## config.mk

```make
export PLATFORM = sky130hd
export DESIGN_NAME = ecc_sed_decoder
export DESIGN_NICKNAME = d
export VERILOG_FILES = /design/src/rtl/ecc_sed_pkg.sv /design/src/rtl/ecc_sed_syndrome.sv /design/src/rtl/ecc_sed_decoder.sv
export SDC_FILE = /design/constraint.sdc
export NUM_CORES = 1
export LEC_CHECK = 0
export ABC_AREA = 1
export BUFFER_PORTS_ARGS = -buffer_cell sky130_fd_sc_hd__buf_2
export CAP_MARGIN = 0
export CORE_MARGIN = 2
export CORE_UTILIZATION = 35
export DETAILED_ROUTE_END_ITERATION = 10
export PLACE_DENSITY = 0.6
export SKIP_CTS_REPAIR_TIMING = 1
export SLEW_MARGIN = 20
export SYNTH_ARGS = -nofsm -noshare
export SYNTH_HDL_FRONTEND = slang
export SYNTH_HIERARCHICAL = 1
export SYNTH_SLANG_ARGS = --single-unit
```

## constraint.sdc

```tcl
create_clock -name clk -period 2.6 [get_ports clk]
set_input_delay 0.52 -clock clk [delete_from_list [all_inputs] [get_ports clk]]
set_output_delay 0.52 -clock clk [all_outputs]
set_load 0.005 [all_outputs]
```

## src/rtl/ecc_sed_pkg.sv

```systemverilog
// Shared definitions for the single-error-detect parity code.
// Both the link encoder and the receive-side decoder use these.
package ecc_sed_pkg;
  localparam int DATA_WIDTH = 12;

  typedef logic [DATA_WIDTH:0] sed_codeword_t;

  // Even parity over the payload; the encoder places it in the codeword MSB.
  function automatic logic sed_parity(input logic [DATA_WIDTH-1:0] data);
    return ^data;
  endfunction
endpackage

```

## src/rtl/ecc_sed_syndrome.sv

```systemverilog
// Combinational syndrome for the SED parity code.
// A result of 1 means an odd number of bits in the codeword flipped.
module ecc_sed_syndrome #(
  parameter int WIDTH = 13
) (
  input  logic [WIDTH-1:0] codeword,
  output logic             syndrome
);
  assign syndrome = ^codeword;
endmodule

```

## src/rtl/ecc_sed_decoder.sv

```systemverilog
// SED parity checker with a one-deep registered output stage and error status.
// Words pass through uncorrected; mismatches are flagged, counted and made sticky.
module ecc_sed_decoder #(
  parameter int DATA_WIDTH = ecc_sed_pkg::DATA_WIDTH,
  parameter int CNT_WIDTH  = 8
) (
  input  logic                  clk,
  input  logic                  rst,
  input  logic                  enc_valid,
  output logic                  enc_ready,
  input  logic [DATA_WIDTH:0]   enc_codeword,
  output logic                  data_valid,
  input  logic                  data_ready,
  output logic [DATA_WIDTH-1:0] data,
  output logic                  data_err,
  input  logic                  err_clr,
  output logic                  err_sticky,
  output logic [CNT_WIDTH-1:0]  err_count
);
  import ecc_sed_pkg::*;

  logic                 syndrome;
  logic                 acc;
  logic                 rel;
  logic                 err_acc;
  logic                 cnt_full;
  logic [CNT_WIDTH-1:0] cnt_base;

  ecc_sed_syndrome #(.WIDTH(DATA_WIDTH + 1)) u_syndrome (
    .codeword (enc_codeword),
    .syndrome (syndrome)
  );

  // Ready looks at the downstream ready so a full stage drains and refills in one cycle.
  assign enc_ready = !rst && (!data_valid || data_ready);
  assign acc       = enc_valid && enc_ready;
  assign rel       = data_valid && data_ready;
  assign err_acc   = acc && syndrome;

  // A clear is applied before a same-cycle error, so the collision yields a count of 1.
  assign cnt_base  = err_clr ? '0 : err_count;
  assign cnt_full  = &cnt_base;

  always_ff @(posedge clk) begin
    if (rst) begin
      data_valid <= 1'b0;
      data       <= '0;
      data_err   <= 1'b0;
      err_sticky <= 1'b0;
      err_count  <= '0;
    end else begin
      if (acc) begin
        data_valid <= 1'b1;
        data       <= enc_codeword[DATA_WIDTH-1:0];
        data_err   <= syndrome;
      end else if (rel) begin
        data_valid <= 1'b0;
      end
      err_sticky <= (err_sticky && !err_clr) || err_acc;
      err_count  <= (err_acc && !cnt_full) ? cnt_base + {{(CNT_WIDTH-1){1'b0}}, 1'b1}
                                           : cnt_base;
    end
  end
endmodule
```

==> qor.csv <==
metric;value;unit
fin_crit;1.70;ns
drt-total-wl;3.00;mm
viasPerCell;4.52;
drv_slew;0;
grt_start_max_net_pins;21;
critPathMaxFanout;5;
first_pass_iters;4;
syn-mean-instance-area;6.40;um2
drt-initial-drc-count;79;
fin_cells;304;
synth_top_flop_cell;dfxtp_1;
drv_cap;0;
slowest_delay;0.19;ns
hold_slack;0.464;ns
yosys_register_bits;23;
synth_async_sr_flop_share;0;
cts.sinks;23;
io_buffer_count;41;
powerDensity;444;nW/um2
initial_core_util;0.370;
worstSetupPathType;in -> reg;
p_leak;0.000968;uW
die_w;66.7;um
pin_count;42;
cts.clk_slew.worst_paths;0.08;ns
core;3720;um2
seq_area;460;um2
grt_pass1_wl;5.09;mm
fin_tns_setup;0;ns
grt_usage;0.147;
setup_viol;0;
ys_top_cells_by_count;nand2_1 (90), inv_1 (27), dfxtp_1 (23), nand3_1 (23), nor2_1 (13);
path_buf_inv;3;
ys_warn_count;6;
synthTopCellsByArea;dfxtp_1 (33%), nand2_1 (25%), nand3_1 (8.4%), inv_1 (7.4%), nor2_1 (3.5%);
cpMaxStageDelayCell;nand4_2;
yosysTopAreaCell;dfxtp_1;
status;complete, no violations;
die_h;66.7;um
drcViolationCount;0;
hp-class;reg -> reg;
synth-edff-count;0;
start_kind;primary input;
cp-end-kind;flop;
row_count;22;
crit_top_cell;nand2_1;
vias;1373;
synth_area;1380;um2
max_freq;587;MHz
grt_pass1_vias;1211;
grt.overflow.total;0;
final_nets;275;
clk_latency;0.26;ns
cts_tree;done;
cp.arrival;1.86;ns
cp_cell_sequence;buf_2 -> nand2_1 -> inv_1 -> nor2_2 -> nand2_1 -> nand2_1 -> nand2_1 -> nand2_1 -> nand2_1 -> nand2_1 -> nand4_2 -> inv_2 -> nand2_4 -> o21ai_1 -> nor2_2;
antenna_found_initial;0;
rsz0062_at_grt;false;
antennaDiodeCount;0;
syn2layout_area_growth;20.4;%
ir_drop;0.000154;V
routabilityCongestion;0.737;
numCtsBuffers;3;
hold_violations;0;
yosysMostFrequentCell;nand2_1;
htreeDepth;1;
netlist.area_leader.share;0.335;
worstPathRequired;2.76;ns
final.fill_count;420;
clock_path_buffers;2;
synthCells;215;
dp_cells;300;
wl_per_cell;9.86;um
die_area;4450;um2
syn_nets;233;
cts_root_buffer;clkbuf_8;
ys_seq_area_frac;0.335;
final_layout_size_suffix_gt1_frac;0.273;
post-route-period-util;0.655;
crit_family;simple AND/OR/NAND/NOR gates;
slew_headroom;0.736;
ant_nets;0;
multi_input_area;763;um2
synth_cell_types;22;
tightest_slew;0.395;ns
dpl.hpwl;2.38;mm
fin_skew;0.000910;ns
## layer usage
layer	share of wire	up-vias	GRT usage
met5	0	-	0
met4	0.0090	0	0.0536
met3	0.048	2	0.0203
met2	0.49	27	0.255
met1	0.45	608	0.185
li1	-	736	-
## worst paths after layout
| path | from | endpoint | slack [ns] | depth (start not counted) |
|---|---|---|---|---|
| worst max-delay path | enc_codeword[0] | err_count[4] | 0.90 | 15 |
| worst min-delay path | data[7] | data[7] | 0.46 | 2 |
| worst max register to register | data_valid | err_count[4] | 1.38 | 6 |
| worst min register to register | data[7] | data[7] | 0.46 | 2 |
## layout make-up
cell class / count / share of cell area
inverters: 32 / 0.0740
clock buffers: 4 / 0.0272
repair buffers: 41 / 0.124
flip-flops and latches: 23 / 0.278
well taps: 48 / 0.0363
multi-input cells: 156 / 0.461
## metrics by stage
| step | power (uW) | setup WS, ns | instance area (um2) | utilization |
|---|---|---|---|---|
| 4_1_cts | 748 | 0.884 | 1660 | 0.446 |
| 5_1_grt | 785 | 0.715 | 1660 | 0.446 |
| 6_report | 735 | 0.897 | 1660 | 0.446 |
| 3_5_place_dp | 531 | 0.605 | 1610 | 0.434 |
| 3_3_place_gp | 528 | 0.645 | 1610 | 0.434 |
| 2_1_floorplan | 475 | 0.908 | 1380 | - |
## state kept, by name, summed over array words and instances (netlist names)
| name | flops |
|---|---|
| data | 12 |
| data_err | 1 |
| data_valid | 1 |
| err_count | 8 |
| err_sticky | 1 |
## where the power goes
part | switching, uW | internal (uW)
Combinational | 85.2 | 53.6
Clock | 107 | 109
Sequential | 9.90 | 371
## kinds of logic (layout without fill, tap and decap cells)
| group | after synthesis | count (layout) | share of synthesized area |
|---|---|---|---|
| AND/OR/NAND/NOR | 145 | 145 | 0.507 |
| flip-flops | 23 | 23 | 0.335 |
| AO/OA/AOI/OAI | 11 | 11 | 0.0473 |
| buffers and inverters | 36 | 77 | 0.111 |
## worst reg2reg max path, cell delays in order, from the launching register on
cell and delay (ns):
dfxtp_1 0.33, nand2_2 0.13, nand4_2 0.19, inv_2 0.19
nand2_4 0.09, o21ai_1 0.15, nor2_2 0.04
## cells in the final DEF, fill, tap and decap left out
cell / count
o21ai_1: 2
nand2_4: 2
clkbuf_1: 1
buf_2: 41
inv_2: 4
dfxtp_1: 23
nor2_8: 1
o21a_1: 1
nand3_4: 2
clkbuf_8: 3
nor2_4: 2
nand2_2: 4
nand2_1: 90
nand3_2: 4
a21oi_2: 2
inv_4: 1
a21oi_1: 6
nand4_2: 1
nor2_1: 13
nand3_1: 23
nor2_2: 3
inv_1: 27
Power figures use the tool's default switching activity.
